==> src/rtl/i2c_seq_pkg.sv <==
// i2c_seq_pkg
// Shared definitions for the I2C command sequencer slice.
//   seq_state_t            : sequencer FSM states (S_IDLE..S_RESP)
//   CMD_W                  : width of one queued command entry
//   cmd_t                  : packed command entry {rw, addr[6:0], data[7:0]}
//   DEFAULT_TIMEOUT_CYCLES : default abort limit for S_ISSUE / S_WAIT
//   DEFAULT_FIFO_DEPTH     : default command FIFO depth
//   pack_cmd()             : builds a command entry from its fields
package i2c_seq_pkg;

  typedef enum logic [1:0] {
    S_IDLE  = 2'd0,
    S_ISSUE = 2'd1,
    S_WAIT  = 2'd2,
    S_RESP  = 2'd3
  } seq_state_t;

  localparam int CMD_W                  = 16;
  localparam int DEFAULT_TIMEOUT_CYCLES = 1024;
  localparam int DEFAULT_FIFO_DEPTH     = 4;

  typedef struct packed {
    logic       rw;
    logic [6:0] addr;
    logic [7:0] data;
  } cmd_t;

  function automatic cmd_t pack_cmd(input logic rw, input logic [6:0] addr, input logic [7:0] data);
    cmd_t c;
    c.rw   = rw;
    c.addr = addr;
    c.data = data;
    return c;
  endfunction

endpackage

==> src/rtl/i2c_cmd_fifo.sv <==
// i2c_cmd_fifo
// Small synchronous FIFO holding queued I2C commands.
// Ports:
//   clk, rst  : clock, asynchronous active-high reset (empties the FIFO)
//   i_push    : write i_wdata (ignored when full)
//   i_wdata   : entry to write
//   i_pop     : drop the head entry (ignored when empty)
//   o_rdata   : current head entry (valid when not empty)
//   o_full    : no free entries
//   o_empty   : no stored entries
//   o_count   : occupancy, 0..DEPTH
module i2c_cmd_fifo
  import i2c_seq_pkg::*;
#(
  parameter int DEPTH = DEFAULT_FIFO_DEPTH,
  parameter int WIDTH = CMD_W
) (
  input  logic                     clk,
  input  logic                     rst,
  input  logic                     i_push,
  input  logic [WIDTH-1:0]         i_wdata,
  input  logic                     i_pop,
  output logic [WIDTH-1:0]         o_rdata,
  output logic                     o_full,
  output logic                     o_empty,
  output logic [$clog2(DEPTH):0]   o_count
);

  localparam int AW = $clog2(DEPTH);

  logic [WIDTH-1:0] r_mem [DEPTH];
  logic [AW-1:0]    r_wrPtr;
  logic [AW-1:0]    r_rdPtr;
  logic [AW:0]      r_count;
  logic             w_doPush;
  logic             w_doPop;

  assign o_full   = (r_count == (AW+1)'(DEPTH));
  assign o_empty  = (r_count == '0);
  assign w_doPush = i_push & ~o_full;
  assign w_doPop  = i_pop & ~o_empty;
  assign o_rdata  = r_mem[r_rdPtr];
  assign o_count  = r_count;

  // Storage array; contents need no reset because the count gates every read.
  always_ff @(posedge clk) begin
    if (w_doPush) begin
      r_mem[r_wrPtr] <= i_wdata;
    end
  end

  // Pointers wrap naturally since DEPTH is a power of two. A push and pop
  // in the same cycle move both pointers and leave the count alone.
  always_ff @(posedge clk or posedge rst) begin
    if (rst) begin
      r_wrPtr <= '0;
      r_rdPtr <= '0;
      r_count <= '0;
    end else begin
      if (w_doPush) begin
        r_wrPtr <= r_wrPtr + 1'b1;
      end
      if (w_doPop) begin
        r_rdPtr <= r_rdPtr + 1'b1;
      end
      case ({w_doPush, w_doPop})
        2'b10:   r_count <= r_count + 1'b1;
        2'b01:   r_count <= r_count - 1'b1;
        default: r_count <= r_count;
      endcase
    end
  end

endmodule

==> src/rtl/i2c_cmd_sequencer.sv <==
// i2c_cmd_sequencer
// Front-end that queues single-byte I2C commands and feeds them one at a time
// to the byte-level I2C master over its enable/ready handshake, returning one
// response (read byte or timeout flag) per command.
// Ports:
//   clk, rst                       : clock, asynchronous active-high reset
//   i_cmd_valid/o_cmd_ready        : command handshake (ready = FIFO not full)
//   i_cmd_addr/i_cmd_rw/i_cmd_data : command fields
//   o_rsp_valid/i_rsp_ready        : response handshake
//   o_rsp_data/o_rsp_rw/o_rsp_timeout : response fields, held while pending
//   o_m_addr/o_m_data/o_m_rw/o_m_enable : drive to the controller
//   i_m_ready/i_m_rdata            : status/read data from the controller
//   o_busy                         : work queued or in progress
module i2c_cmd_sequencer
  import i2c_seq_pkg::*;
#(
  parameter int FIFO_DEPTH     = DEFAULT_FIFO_DEPTH,
  parameter int TIMEOUT_CYCLES = DEFAULT_TIMEOUT_CYCLES
) (
  input  logic       clk,
  input  logic       rst,
  input  logic       i_cmd_valid,
  output logic       o_cmd_ready,
  input  logic [6:0] i_cmd_addr,
  input  logic       i_cmd_rw,
  input  logic [7:0] i_cmd_data,
  output logic       o_rsp_valid,
  input  logic       i_rsp_ready,
  output logic [7:0] o_rsp_data,
  output logic       o_rsp_rw,
  output logic       o_rsp_timeout,
  output logic [6:0] o_m_addr,
  output logic [7:0] o_m_data,
  output logic       o_m_rw,
  output logic       o_m_enable,
  input  logic       i_m_ready,
  input  logic [7:0] i_m_rdata,
  output logic       o_busy
);

  localparam int              TW       = $clog2(TIMEOUT_CYCLES);
  localparam logic [TW-1:0]   TMO_LAST = TW'(TIMEOUT_CYCLES - 1);

  seq_state_t                    r_state;
  seq_state_t                    w_nextState;
  logic [TW-1:0]                 r_tmoCount;
  logic                          w_tmoHit;
  logic                          w_tmoClear;
  logic                          w_push;
  logic                          w_pop;
  logic                          w_fifoFull;
  logic                          w_fifoEmpty;
  logic [$clog2(FIFO_DEPTH):0]   w_fifoCount;
  logic [CMD_W-1:0]              w_headBits;
  cmd_t                          w_head;
  cmd_t                          w_newCmd;
  logic [6:0]                    r_mAddr;
  logic [7:0]                    r_mData;
  logic                          r_mRw;
  logic                          w_rspLoad;
  logic                          w_rspTimeout;
  logic [7:0]                    w_rspData;
  logic [7:0]                    r_rspData;
  logic                          r_rspRw;
  logic                          r_rspTimeout;

  // Ready is forced low while reset is held so nothing is accepted then.
  assign o_cmd_ready = ~rst & ~w_fifoFull;
  assign w_push      = i_cmd_valid & o_cmd_ready;
  assign w_newCmd    = pack_cmd(i_cmd_rw, i_cmd_addr, i_cmd_data);
  assign w_head      = cmd_t'(w_headBits);

  i2c_cmd_fifo #(
    .DEPTH (FIFO_DEPTH),
    .WIDTH (CMD_W)
  ) u_fifo (
    .clk     (clk),
    .rst     (rst),
    .i_push  (w_push),
    .i_wdata (w_newCmd),
    .i_pop   (w_pop),
    .o_rdata (w_headBits),
    .o_full  (w_fifoFull),
    .o_empty (w_fifoEmpty),
    .o_count (w_fifoCount)
  );

  assign w_tmoHit = (r_tmoCount == TMO_LAST);

  // State register.
  always_ff @(posedge clk or posedge rst) begin
    if (rst) begin
      r_state <= S_IDLE;
    end else begin
      r_state <= w_nextState;
    end
  end

  // Next-state and control decode. A pop only happens from S_IDLE with the
  // controller reporting ready, so a controller still finishing its STOP holds
  // the queue. Leaving enable low in S_WAIT makes the controller end every
  // transaction with a STOP. A controller response in the same cycle as the
  // timeout wins over the abort.
  always_comb begin
    w_nextState  = r_state;
    w_pop        = 1'b0;
    w_tmoClear   = 1'b0;
    w_rspLoad    = 1'b0;
    w_rspTimeout = 1'b0;
    w_rspData    = 8'h00;
    case (r_state)
      S_IDLE: begin
        if (!w_fifoEmpty && i_m_ready) begin
          w_pop       = 1'b1;
          w_tmoClear  = 1'b1;
          w_nextState = S_ISSUE;
        end
      end
      S_ISSUE: begin
        if (!i_m_ready) begin
          w_tmoClear  = 1'b1;
          w_nextState = S_WAIT;
        end else if (w_tmoHit) begin
          w_rspLoad    = 1'b1;
          w_rspTimeout = 1'b1;
          w_nextState  = S_RESP;
        end
      end
      S_WAIT: begin
        if (i_m_ready) begin
          w_rspLoad   = 1'b1;
          w_rspData   = r_mRw ? i_m_rdata : 8'h00;
          w_nextState = S_RESP;
        end else if (w_tmoHit) begin
          w_rspLoad    = 1'b1;
          w_rspTimeout = 1'b1;
          w_nextState  = S_RESP;
        end
      end
      S_RESP: begin
        if (i_rsp_ready) begin
          w_nextState = S_IDLE;
        end
      end
      default: begin
        w_nextState = S_IDLE;
      end
    endcase
  end

  // Timeout counter: restarted on entry to S_ISSUE and S_WAIT, counting every
  // cycle spent in either; the abort fires on the edge where it reads
  // TIMEOUT_CYCLES-1, giving exactly TIMEOUT_CYCLES cycles in the state.
  always_ff @(posedge clk or posedge rst) begin
    if (rst) begin
      r_tmoCount <= '0;
    end else if (w_tmoClear) begin
      r_tmoCount <= '0;
    end else if (r_state == S_ISSUE || r_state == S_WAIT) begin
      r_tmoCount <= r_tmoCount + 1'b1;
    end
  end

  // Controller command registers, loaded from the FIFO head at the pop.
  always_ff @(posedge clk or posedge rst) begin
    if (rst) begin
      r_mAddr <= 7'h00;
      r_mData <= 8'h00;
      r_mRw   <= 1'b0;
    end else if (w_pop) begin
      r_mAddr <= w_head.addr;
      r_mData <= w_head.data;
      r_mRw   <= w_head.rw;
    end
  end

  // Response register, loaded only on entry to S_RESP so it stays stable
  // for as long as the response waits to be consumed.
  always_ff @(posedge clk or posedge rst) begin
    if (rst) begin
      r_rspData    <= 8'h00;
      r_rspRw      <= 1'b0;
      r_rspTimeout <= 1'b0;
    end else if (w_rspLoad) begin
      r_rspData    <= w_rspData;
      r_rspRw      <= r_mRw;
      r_rspTimeout <= w_rspTimeout;
    end
  end

  assign o_m_addr      = r_mAddr;
  assign o_m_data      = r_mData;
  assign o_m_rw        = r_mRw;
  assign o_m_enable    = (r_state == S_ISSUE);
  assign o_rsp_valid   = (r_state == S_RESP);
  assign o_rsp_data    = r_rspData;
  assign o_rsp_rw      = r_rspRw;
  assign o_rsp_timeout = r_rspTimeout;
  assign o_busy        = (w_fifoCount != '0) | (r_state != S_IDLE);

endmodule
==> config.mk <==
export PLATFORM = sky130hd
export DESIGN_NAME = i2c_cmd_sequencer
export DESIGN_NICKNAME = d
export VERILOG_FILES = /design/src/rtl/i2c_seq_pkg.sv /design/src/rtl/i2c_cmd_fifo.sv /design/src/rtl/i2c_cmd_sequencer.sv
export SDC_FILE = /design/constraint.sdc
export NUM_CORES = 1
export LEC_CHECK = 0
export ABC_CLOCK_PERIOD_IN_PS = 3500
export BUFFER_PORTS_ARGS = -buffer_cell sky130_fd_sc_hd__buf_2
export CORE_ASPECT_RATIO = 1.4
export CORE_MARGIN = 4
export CORE_UTILIZATION = 62
export DETAILED_ROUTE_END_ITERATION = 7
export GPL_TIMING_DRIVEN = 0
export PLACE_DENSITY = 0.88
export SKIP_LAST_GASP = 1
export SYNTH_ARGS = -nofsm -noshare
export SYNTH_HDL_FRONTEND = slang
export SYNTH_SLANG_ARGS = --single-unit
export TNS_END_PERCENT = 10
==> constraint.sdc <==
create_clock -name clk -period 3.5 [get_ports clk]
set_input_delay 0.7 -clock clk [delete_from_list [all_inputs] [get_ports clk]]
set_output_delay 0.7 -clock clk [all_outputs]
set_load 0.05 [all_outputs]
* Yosys cells after proc, flatten, opt, wreduce, memory -nomap -nowiden
Memory sizes are Yosys's and may differ from the RTL's. A register that Yosys moved wholly into a read port is not among the register bits.
Cells that the tools add are included.
** Operators by class
- $add $sub $neg :: 5
- Equal/unequal tests :: 9
- Mux-type cells :: 24
- Bitwise operators :: 8
- Reduce and logical (&&, ||, !) cells :: 10
** Operator list (count)
- 8-bit 2-to-1 mux :: 3
- 10-bit 2-to-1 mux :: 2
- 10-bit by 1-bit adder with 10-bit output, second input constant :: 1
- 10-bit == test, second input constant :: 1
- 2-bit 2-to-1 mux :: 5
- 1-bit 2-to-1 mux :: 9
- 2-bit case mux with 4 select lines :: 1
- 2-bit == test, second input constant :: 3
- 1-bit case mux with 2 select lines :: 3
- 3-bit case mux with 2 select lines :: 1
- 2-bit nonzero test :: 3
- 2-bit by 1-bit adder with 2-bit output, second input constant :: 2
- 1-bit bitwise AND :: 4
- 2-bit by 1-bit == test with 1-bit output, second input constant :: 2
- 3-bit by 1-bit adder with 3-bit output, second input constant :: 1
- 3-bit == test, second input constant :: 1
- 3-bit zero test :: 1
- 1-bit inverter :: 3
- 3-bit nonzero test :: 1
- 3-bit by 1-bit subtractor with 3-bit output, second input constant :: 1
- 2-bit zero test :: 1
- 2-bit by 1-bit inequality test with 1-bit output, second input constant :: 1
- 2-bit inequality test, second input constant :: 1
- 2-bit AND reduction :: 1
- other kinds (4) :: 4
** Word-level totals
- Register bits :: 29
- Memory bits (writable) :: 64
- Bits of input ports :: 29
- Output and inout bits :: 30
- Word-level logic and storage cells :: 65
- Memories kept :: 1
** Memories
- u_fifo.r_mem :: depth 4, bits a word 16, read ports 1, clocked after memory_dff 1, wr ports 1, line i2c_cmd_fifo.sv:31 : logic [WIDTH-1:0] r_mem [DEPTH];

* Logic depth before layout (Yosys ltp)
Gate-level depths: netlist of run 1.
- Word-level depth :: 8
- Depth in mapped cells :: 11

* Cells and area by module
From an unflattened synthesis of run 1, not the netlist that was laid out.
** Second synthesis, totals
- Cells, all modules :: 293
- Area total of the unflattened synthesis :: 4506.8 µm²
** Modules (own cells, without submodules)
- i2c_cmd_fifo :: times used 1, cells an instance 122, area an instance 2778.9 µm², seq. area each 2097.0 µm²
- i2c_cmd_sequencer :: times used 1, cells an instance 171, area an instance 1727.9 µm², seq. area each 950.9 µm²

* Worst setup path before layout of run 1
Ideal clock, no wire load.
- Path type :: input port to flip-flop
- Start point :: in rst
- End point :: reg u_fifo.r_count[2] (netlist: u_fifo.o_count[2])
- Data arrival time :: 2.723 ns
- Setup slack :: 0.652 ns
- Stages :: 9
- Buffers on the path :: 0
- Cell sequence :: a31oi_1 > and2_1 > inv_1 > ha_1 > inv_1 > fa_1 > xor2_1 > nor2_1 > xor2_1
** On the way
- Word-level cells in the longest chain between the ends :: 6
- Elaborated cells on any way between the ends :: 8
- Classes of those cells :: 2 x eq/ne; 1 x mux; 4 x bitwise; 1 x reduce/logical
** Ends and longest elaborated chain
- start, declared :: line i2c_cmd_sequencer.sv:21 : input logic rst,
- 1-bit inverter * :: line i2c_cmd_sequencer.sv:68 : assign o_cmd_ready = ~rst & ~w_fifoFull;
- 1-bit bitwise AND * :: line i2c_cmd_sequencer.sv:68
- 1-bit bitwise AND * :: line i2c_cmd_sequencer.sv:69 : assign w_push = i_cmd_valid & o_cmd_ready;
- 1-bit bitwise AND * :: line i2c_cmd_fifo.sv:40 : assign w_doPush = i_push & ~o_full;
- 2-bit by 1-bit == test with 1-bit output / 2-bit == test (equally long branches) :: line i2c_cmd_fifo.sv:66 : case ({w_doPush, w_doPop})
- 3-bit case mux with 2 select lines / 2-bit nonzero test (equally long branches)
- end signal, assigned :: line i2c_cmd_fifo.sv:67 : 2'b10: r_count <= r_count + 1'b1;
- end signal, assigned :: line i2c_cmd_fifo.sv:68 : 2'b01: r_count <= r_count - 1'b1;
- end signal, assigned :: line i2c_cmd_fifo.sv:69 : default: r_count <= r_count;
- end, declared :: line i2c_cmd_fifo.sv:34 : logic [AW:0] r_count;
Mark *: on every way between the ends. The rest lies on a longest branch, timed or not.
A chain may end at the register's enable or synchronous reset.

* Final worst setup path of run 1
- Start point :: reg r_state[1]
- End point :: reg u_fifo.r_count[2] (netlist: u_fifo.o_count[2])
** On the way
- Word-level cells in the longest chain between the ends :: 5
- Elaborated cells on any way between the ends :: 7
- Classes of those cells :: 2 x eq/ne; 2 x mux; 1 x bitwise; 2 x reduce/logical
** Ends and longest elaborated chain
- start, declared :: line i2c_cmd_sequencer.sv:44 : seq_state_t r_state;
- start signal, assigned :: line i2c_cmd_sequencer.sv:95 : r_state <= w_nextState;
- 2-bit zero test * :: line i2c_cmd_sequencer.sv:111 : case (r_state)
- 1-bit 2-to-1 mux * :: line i2c_cmd_sequencer.sv:111
- 1-bit bitwise AND * :: line i2c_cmd_fifo.sv:41 : assign w_doPop = i_pop & ~o_empty;
- net u_fifo.w_doPop :: line i2c_cmd_fifo.sv:36 : logic w_doPop;
- 2-bit by 1-bit == test with 1-bit output / 2-bit == test (equally long branches) :: line i2c_cmd_fifo.sv:66
- 3-bit case mux with 2 select lines / 2-bit nonzero test (equally long branches)
Mark *: on every way through the listed nets, which the timed path passes. The rest lies on a longest branch.

==> results.ini, run 1 <==
[outcome]
status = completed

[timing]
rsz0062_at_grt = no
relSlewSlack_pct = 42.7
hold_viol = 0
tns_ns = 0
slew_violations = 0
setup_viol = 0
clock.fmax_mhz = 408
fin_crit_ns = 2.45
skew_ns = 0.0100
fin_crit_sh_pct = 70.0
worstMarginPinSlew_ns = 0.859

[floorplanning]
coreArea_um2 = 7070
die_w_um = 80.5
start_util_pct = 64.5
fp-row-count = 36
dieHeight_um = 110
dieArea_um2 = 8820
io_pins = 59

[routing]
drc = 0
vias = 2443
drt_pass1_iterations = 4
drt-initial-drc-count = 91
antenna_left = 0
drt-wirelength-per-cell_um = 16.7
via_per_inst = 5.50
wirelength_mm = 7.43

[grt]
grt_max_degree = 35
antenna_found_initial = 0
grt_pass1_vias = 2599
grt_usage_pct = 19.4
grt_overflow = 0
grt_pass1_wl_mm = 12.6

[cells_and_area]
utilization_pct = 72.8
num_antenna_cells = 0
drive_gt1_share_pct = 30.4
area_growth_pct = 12.9
num-nets-final = 385

[placement]
port_buffers = 57
post-dp-hpwl_mm = 5.18
gp_congestion = 0.825

[pwr]
p_total_mw = 4.32
peakVddDrop_v = 0.000521
p_per_area_nw_per_um2 = 840
power.leakage_nw = 2.15

[job]
maxCapViolations = 0

[worst_setup_path]
worst_r2r_path_depth = 11
worstReg2RegStart = r_state[1]$_DFFE_PP0P_
arrival_ns = 2.74
critPathLaunchType = flop
crit_type = flop to flop
cp_max_fo = 10
r2r_slack_ns = 1.05
r2r-end = u_fifo.o_count[2]$_DFFE_PP0P_
crit_required_ns = 3.79
cp-end-kind = flop

[clocking]
cts_buffer_depth = 2
cts_sinks = 109
cts_made_buffers = 9
htreeDepth = 3
clk_latency_ns = 0.35
ctsHoldBuffers = 0
cts_setup_buffers = 0
clkTransAtPathRegs_ns = 0.09
cts_tree = built
ctsResizeCount = 0
cts-root-buf = clkbuf_8

[synth]
synth_edf_count = 64
ys_seq_elements = 109
netlist_instances = 275
synth_commonest_cells = edfxtp_1 (64), dfrtp_1 (45), inv_1 (20), nor2_1 (14), nand2_1 (13)
synth_area_leader_cell = edfxtp_1
synthFlopType = edfxtp_1
yosysMostFrequentCell = edfxtp_1
async_flop_share_pct = 41.3
synth_area_um2 = 4560
synthesis.nets = 316
ys.warnings.count = 0
synth_area_leaders = edfxtp_1 (42%), dfrtp_1 (25%), mux4_1 (5.8%), ha_1 (3.0%), mux2_4 (3.0%)
yosys.area.top_type_share_pct = 42.1
synth_cell_types = 39
ys_seq_area_share_pct = 66.8
syn_area_per_cell_um2 = 16.6

[worst_hold_path]
hold_class = primary input to async pin

==> state kept, by name, indices dropped and copies added, names as in the netlist <==
signal and cells:
o_m_addr 7, o_m_data 8, o_m_rw 1, o_rsp_data 8, o_rsp_rw 1, o_rsp_timeout 1, r_state 2, r_tmoCount 10
u_fifo.o_count 3, u_fifo.r_mem 64, u_fifo.r_rdPtr 2, u_fifo.r_wrPtr 2
==> critical path: stages (launching register included) <==
cell	delay [ns]
dfrtp_1	0.42
inv_1	0.13
ha_1	0.23
nand3_2	0.17
inv_4	0.17
buf_6	0.20
ha_1	0.20
inv_1	0.06
fa_1	0.37
xor2_1	0.15
nor2_1	0.12
xor2_1	0.16
==> stage by stage <==
stage / setup WS [ns] / area, µm² / hold WS (ns) / instances
2_1_floorplan: 0.652 / 4560 / 0.497 / 275
4_1_cts: 1.05 / 5150 / 0.263 / 444
5_1_grt: 0.865 / 5150 / 0.282 / 444
3_3_place_gp: 1.01 / 4970 / 0.485 / 427
3_5_place_dp: 0.937 / 4990 / 0.496 / 428
6_report: 1.05 / 5150 / 0.284 / 444
==> metal layers <==
metal / up-vias / GRT usage (%) / part of all wire [%]
met5: - / 0 / 0
li1: 1150 / - / -
met2: 66 / 34.2 / 54
met3: 14 / 5.33 / 5.5
met1: 1213 / 22.4 / 39
met4: 0 / 7.49 / 2.1
==> how the worst max path moves through the flow <==
stage,startpoint,to,slack (ns),depth (start not counted)
final,r_state[1]$_DFFE_PP0P_,u_fifo.o_count[2]$_DFFE_PP0P_,1.05,11
after global routing,r_state[0]$_DFFE_PP0P_,u_fifo.o_count[2]$_DFFE_PP0P_,0.86,11
after CTS,r_state[0]$_DFFE_PP0P_,u_fifo.o_count[2]$_DFFE_PP0P_,1.05,11
after detailed placement,i_m_ready,u_fifo.o_count[2]$_DFFE_PP0P_,0.94,10
after global placement,i_m_ready,u_fifo.o_count[2]$_DFFE_PP0P_,1.01,10
after floorplan,rst,u_fifo.o_count[2]$_DFFE_PP0P_,0.65,9
==> power breakdown <==
| group | internal, mW | total (mW) | switching [mW] | leakage (nW) |
|---|---|---|---|---|
| registers | 1.67 | 1.83 | 0.165 | 1.15 |
| clock network | 0.275 | 0.647 | 0.372 | 0.0848 |
| logic | 0.678 | 1.85 | 1.17 | 0.913 |
| total | 2.62 | 4.32 | 1.71 | 2.15 |
==> layout make-up <==
cell class | instances | area, µm²
clock buffers | 13 | 149
flip-flops and latches | 109 | 3050
inverters | 21 | 81.3
fillers | 442 | 1920
well taps | 95 | 119
repair buffers | 58 | 305
multi-input cells | 137 | 1380
clock inverters | 3 | 13.8
plain buffers | 8 | 56.3
==> cells in the final DEF (no fill, tap or decap), drive strengths merged <==
cell / n
o21ai: 2
mux2: 18
inv: 21
nor4: 2
clkinv: 3
nor3: 5
edfxtp: 64
nor2: 15
dfrtp: 45
nand4: 4
a31oi: 1
xnor2: 10
a21oi: 5
o21bai: 1
fa: 1
mux4: 16
a22oi: 1
and3: 6
nor2b: 1
xor2: 5
or3: 1
and2: 1
nand2b: 1
nand2: 13
o31ai: 2
mux2i: 10
clkbuf: 14
buf: 65
o2bb2ai: 1
nand3: 4
ha: 11
==> cells by family (layout without fill, tap and decap cells) <==
group                      after synthesis  count (layout)  synth area share [%]
adders and majority gates               12              12                  3.45
buffers and inverters                   29             103                  3.02
muxes                                   44              44                  16.1
xor gates and xnor gates                15              15                  2.88
AOI/OAI and AO/OA                       13              13                  1.75
DFF                                    109             109                  66.8
and+or+nand+nor                         53              53                  6.01
Note: power is estimated with default switching activity, not from simulation.
==> run 2, diff against run 1 <==
--- a/config.mk
+++ b/config.mk
@@ -5,14 +5,14 @@
 export SDC_FILE = /design/constraint.sdc
 export NUM_CORES = 1
 export LEC_CHECK = 0
-export ABC_CLOCK_PERIOD_IN_PS = 3500
+export ABC_CLOCK_PERIOD_IN_PS = 2550
 export BUFFER_PORTS_ARGS = -buffer_cell sky130_fd_sc_hd__buf_2
 export CORE_ASPECT_RATIO = 1.4
 export CORE_MARGIN = 4
-export CORE_UTILIZATION = 62
+export CORE_UTILIZATION = 57
 export DETAILED_ROUTE_END_ITERATION = 7
 export GPL_TIMING_DRIVEN = 0
-export PLACE_DENSITY = 0.88
+export PLACE_DENSITY = 0.82
 export SKIP_LAST_GASP = 1
 export SYNTH_ARGS = -nofsm -noshare
 export SYNTH_HDL_FRONTEND = slang
==> constraint.sdc (replaced) <==
create_clock -name clk -period 2.55 [get_ports clk]
set_input_delay 0.51 -clock clk [delete_from_list [all_inputs] [get_ports clk]]
set_output_delay 0.51 -clock clk [all_outputs]
set_load 0.05 [all_outputs]
==> run 2 against run 1 <==
  * Sequential share of layout area fell by 0.60 points
  * Register-to-register slack got worse by 0.89 ns
  * Wire length is 0.42% lower
  * Total power up 39%
  * Die area grew 8.0%
  * Global-route usage is 2.8 points lower
  * Largest cell class unchanged
  * Sequential cell count unchanged
  * Critical path depth did not move
  * Worst setup slack got worse by 0.89 ns
  * Sequential power rose by 37%
  * Combinational power increased by 38%
  * Count of clock-buffer cells in the layout is 1 higher
==> results.ini, run 2 (synthesized netlist as in run 1, its figures left out) <==
[routing]
wl_met3_um = 316
drt-initial-drc-count = 128
drt-wirelength-per-cell_um = 16.5
wl_met2_mm = 4.09
vias = 2397
drc = 0
wirelength_mm = 7.40
wirelength_met1_mm = 2.88
via_per_inst = 5.34
antenna_left = 0
drt_pass1_iterations = 5
highest_layer = met4

[cells_and_area]
top_regs = u_fifo.r_mem (64), r_tmoCount (10)
mostFrequentLayoutCell = edfxtp_1
area_growth_pct = 14.0
finalNonFillerCells = 449
num-nets-final = 385
utilization_pct = 66.7
regMostFlops = u_fifo.r_mem
layout_common_cells = edfxtp_1 (64), buf_2 (60), dfrtp_1 (45)
largest_reg_flops = 64
num_antenna_cells = 0
drive_gt1_share_pct = 31.2

[worst_setup_path]
crit_type = flop to flop
worst_r2r_path_depth = 11
cp_max_fo = 10
arrival_ns = 2.68
cp-end-kind = flop
crit_required_ns = 2.84
critPathLaunchType = flop
r2r_slack_ns = 0.16

[placement]
post-dp-hpwl_mm = 5.17
gp_congestion = 0.781
port_buffers = 57
place_inst = 433

[pwr]
p_int_mw = 3.67
combinationalPowerShare_pct = 42.2
switching_power_mw = 2.36
seqPwrFrac_pct = 41.6
swShare_pct = 39.1
p_per_area_nw_per_um2 = 1160
power.leakage_nw = 2.15
clkPwrFrac_pct = 16.1
peakVddDrop_v = 0.000680

[grt]
grt_pass1_vias = 2531
grt_usage_pct = 16.6
antenna_found_initial = 0
grt_max_degree = 35
grt_overflow = 0
grt_pass1_wl_mm = 12.1

[clocking]
clkTransAtPathRegs_ns = 0.09
cts_sinks = 109
clk_latency_ns = 0.36
htreeDepth = 3
cts_setup_buffers = 0
cts-root-buf = clkbuf_8
cts_made_buffers = 9
cts_buffer_depth = 2
cts_tree = built

[floorplanning]
dieArea_um2 = 9520
coreArea_um2 = 7800
start_util_pct = 58.5
fp-row-count = 38
io_pins = 59
dieHeight_um = 114
die_w_um = 83.6

[timing]
worstMarginPinSlew_ns = 0.899
skew_ns = 0.00822
hold_viol = 0
fin_crit_sh_pct = 93.7
relSlewSlack_pct = 40.1
clock.fmax_mhz = 418
rsz0062_at_grt = no
setup_viol = 0
holdWs_ns = 0.0925
slew_violations = 0
tns_ns = 0
fin_crit_ns = 2.39

[job]
maxCapViolations = 0

[outcome]
status = completed

[worst_hold_path]
hold_class = primary input to async pin

[run 2: timing repair]
item / 4_1_cts / 5_1_grt
gates resized for setup: 0 / 3
hold buffers: 0 / 0
setup endpoints to repair: 0 / 1
[run 2: path summary, 6_finish.rpt]
| check | start | endpoint |
|---|---|---|
| setup / recovery | r_state[0]$_DFFE_PP0P_ | u_fifo.o_count[2]$_DFFE_PP0P_ |
| hold / removal | rst | o_m_data[3]$_DFFE_PP0N_ |
| setup reg to reg | r_state[0]$_DFFE_PP0P_ | u_fifo.o_count[2]$_DFFE_PP0P_ |
| hold reg to reg | o_m_addr[4]$_DFFE_PP0N_ | o_m_addr[4]$_DFFE_PP0N_ |
| max in group asynchronous | rst | r_state[1]$_DFFE_PP0P_ |
| min in group clk | i_cmd_addr[2] | u_fifo.r_mem[3][10]$_DFFE_PP_ |
[run 2: power groups by stage]
stage                     sequential (mW)  clock, mW  combinational [mW]
after global placement               2.52          0                2.48
final                                2.51      0.972                2.55
after global routing                 2.56       1.08                2.73
after floorplan                      3.20          0                1.33
after CTS                            2.51       1.00                2.57
after detailed placement             2.55          0                2.55
[run 2: layout make-up]
type	count	area [µm²]
repair buffers	58	305
clock buffers	14	174
flip-flops and latches	109	3050
plain buffers	8	56.3
multi-input cells	137	1390
well taps	100	125
inverters	21	83.8
clock inverters	2	16.3
fillers	560	2590
[run 2: worst max-delay path: stages, from the launching register on]
cell and delay (ns):
dfrtp_1 0.44, inv_1 0.14, ha_2 0.24, nand3_4 0.12, inv_6 0.13, buf_6 0.19
ha_1 0.21, inv_1 0.06, fa_1 0.38, xor2_1 0.15, nor2_1 0.11, xor2_1 0.14
[run 2: through the flow]
stage	worst slack [ns]	total power, mW	cell area (µm²)
final	0.160	6.03	5200
after global routing	0.0266	6.37	5200
after CTS	0.0826	6.09	5190
after detailed placement	0.107	5.10	5000
after global placement	0.171	5.01	4980
after floorplan	0.249	4.52	4570
[run 2: metal layers]
layer / up-vias / GRT usage (%)
li1: 1148 / -
met1: 1184 / 18.2
met2: 56 / 30.8
met3: 9 / 3.54
met4: 0 / 7.19
met5: - / 0
==> run 3, diff against run 2 <==
--- a/config.mk
+++ b/config.mk
@@ -13,6 +13,7 @@
 export DETAILED_ROUTE_END_ITERATION = 7
 export GPL_TIMING_DRIVEN = 0
 export PLACE_DENSITY = 0.82
+export RECOVER_POWER = 50
 export SKIP_LAST_GASP = 1
 export SYNTH_ARGS = -nofsm -noshare
 export SYNTH_HDL_FRONTEND = slang
==> run 3 against run 2 <==
  * Critical path depth unchanged
  * Sequential power hardly changed
  * Global-route usage unchanged
  * Register-to-register slack about the same
  * Non-clock buffer count stayed put
  * Design area decreased by 0.99%
  * Total power is 0.55% lower
  * Clock skew barely moved
  * First-iteration DRC count rose by 2.3%
==> results.ini, run 3 (synthesized netlist as in run 1, its figures left out) <==
[clocking]
cts_made_buffers = 9
cts-root-buf = clkbuf_8
cts_buffer_depth = 2
clk_latency_ns = 0.36
cts_sinks = 109
cts_tree = built
htreeDepth = 3
clkTransAtPathRegs_ns = 0.09

[floorplanning]
coreArea_um2 = 7800
io_pins = 59
die_w_um = 83.6
dieHeight_um = 114
start_util_pct = 58.5
fp-row-count = 38
dieArea_um2 = 9520

[grt]
antenna_found_initial = 0
grt_overflow = 0
grt_use_met2_pct = 30.8
busiest_layer = met2
use_met1_pct = 18.2
grt_pass1_wl_mm = 12.1
grt_usage_pct = 16.6
grt_util_met3_pct = 3.54
grt_pass1_vias = 2531
grt_max_degree = 35

[cells_and_area]
area_growth_pct = 12.9
top_regs = u_fifo.r_mem (64), r_tmoCount (10)
drive_gt1_share_pct = 21.8
num_antenna_cells = 0
num-nets-final = 385
layout_common_cells = edfxtp_1 (64), dfrtp_1 (45), clkbuf_1 (34)
regMostFlops = u_fifo.r_mem
fill_cells = 587
largest_reg_flops = 64
mostFrequentLayoutCell = edfxtp_1

[worst_setup_path]
arrival_ns = 2.68
critPathLaunchType = flop
r2r_slack_ns = 0.16
crit_type = flop to flop
crit_required_ns = 2.84
cp-end-kind = flop
r2r-end = u_fifo.o_count[2]$_DFFE_PP0P_
worst_r2r_path_depth = 11
worstReg2RegStart = r_state[0]$_DFFE_PP0P_
cp_max_fo = 10

[placement]
gp_congestion = 0.781
post-dp-hpwl_mm = 5.17
port_buffers = 57

[timing]
relSlewSlack_pct = 0.441
skew_ns = 0.00831
fin_crit_sh_pct = 93.8
clock.fmax_mhz = 418
setup_viol = 0
tns_ns = 0
slew_violations = 0
hold_viol = 0
worstMarginPinSlew_ns = 1.49
rsz0062_at_grt = no
fin_crit_ns = 2.39

[pwr]
power.leakage_nw = 2.06
p_per_area_nw_per_um2 = 1160
p_total_mw = 6.00
peakVddDrop_v = 0.000681

[routing]
vias = 2410
wirelength_mm = 7.46
drt-initial-drc-count = 131
drt-wirelength-per-cell_um = 16.6
drc = 0
antenna_left = 0
drt_pass1_iterations = 4
via_per_inst = 5.37

[job]
maxCapViolations = 0

[outcome]
status = completed

[worst_hold_path]
hold_class = primary input to async pin

-- run 3: through the flow --
step / hold WS [ns] / setup WS (ns) / cell area [µm²] / instances / utilization, %
floorplan: 0.501 / 0.249 / 4570 / 275 / -
global placement: 0.485 / 0.171 / 4980 / 432 / 63.9
detailed placement: 0.490 / 0.107 / 5000 / 433 / 64.1
CTS: 0.0887 / 0.0826 / 5190 / 449 / 66.6
global route: 0.158 / 0.0267 / 5150 / 449 / 66.1
finish: 0.140 / 0.158 / 5150 / 449 / 66.1
-- run 3: per-layer routing --
layer | wire, µm | up-vias
li1 | - | 1146
met1 | 2820 | 1191
met2 | 4120 | 64
met3 | 394 | 9
met4 | 118 | 0
met5 | 0 | -
-- run 3: timing repair --
action                                  in CTS  in global routing
gates resized for setup                      0                  3
endpoints found under the setup margin       0                  1
setup buffers                                0                  0
hold buffers                                 0                  0
-- run 3: cell type report --
class / instances / area [µm²] / area share [%]
clock buffers: 14 / 174 / 3.38
well taps: 100 / 125 / 2.43
flip-flops and latches: 109 / 3050 / 59.2
multi-input cells: 137 / 1390 / 26.9
clock inverters: 2 / 16.3 / 0.316
plain buffers: 8 / 56.3 / 1.09
inverters: 21 / 83.8 / 1.63
repair buffers: 58 / 260 / 5.05
-- run 3: power by group --
group | total [mW] | internal, mW | leakage (nW) | switching (mW)
clock | 0.977 | 0.445 | 0.0920 | 0.532
sequential | 2.51 | 2.29 | 1.15 | 0.224
combinational | 2.51 | 0.900 | 0.824 | 1.61
-- run 3: worst max path at each step --
stage | slack, ns | depth (start not counted) | startpoint | endpoint
after floorplan | 0.25 | 9 | rst | u_fifo.o_count[2]$_DFFE_PP0P_
after global placement | 0.17 | 11 | r_state[0]$_DFFE_PP0P_ | u_fifo.o_count[2]$_DFFE_PP0P_
after detailed placement | 0.11 | 11 | r_state[0]$_DFFE_PP0P_ | u_fifo.o_count[2]$_DFFE_PP0P_
after CTS | 0.08 | 11 | r_state[0]$_DFFE_PP0P_ | u_fifo.o_count[2]$_DFFE_PP0P_
after global routing | 0.03 | 11 | r_state[0]$_DFFE_PP0P_ | u_fifo.o_count[2]$_DFFE_PP0P_
final | 0.16 | 11 | r_state[0]$_DFFE_PP0P_ | u_fifo.o_count[2]$_DFFE_PP0P_
-- run 3: worst max-delay path, cell delays in order, from the launching register on --
cell and delay, ns:
dfrtp_1 0.44, inv_1 0.14, ha_2 0.24, nand3_4 0.12, inv_6 0.13, buf_6 0.19, ha_1 0.21, inv_1 0.06
fa_1 0.38, xor2_1 0.15, nor2_1 0.11, xor2_1 0.14
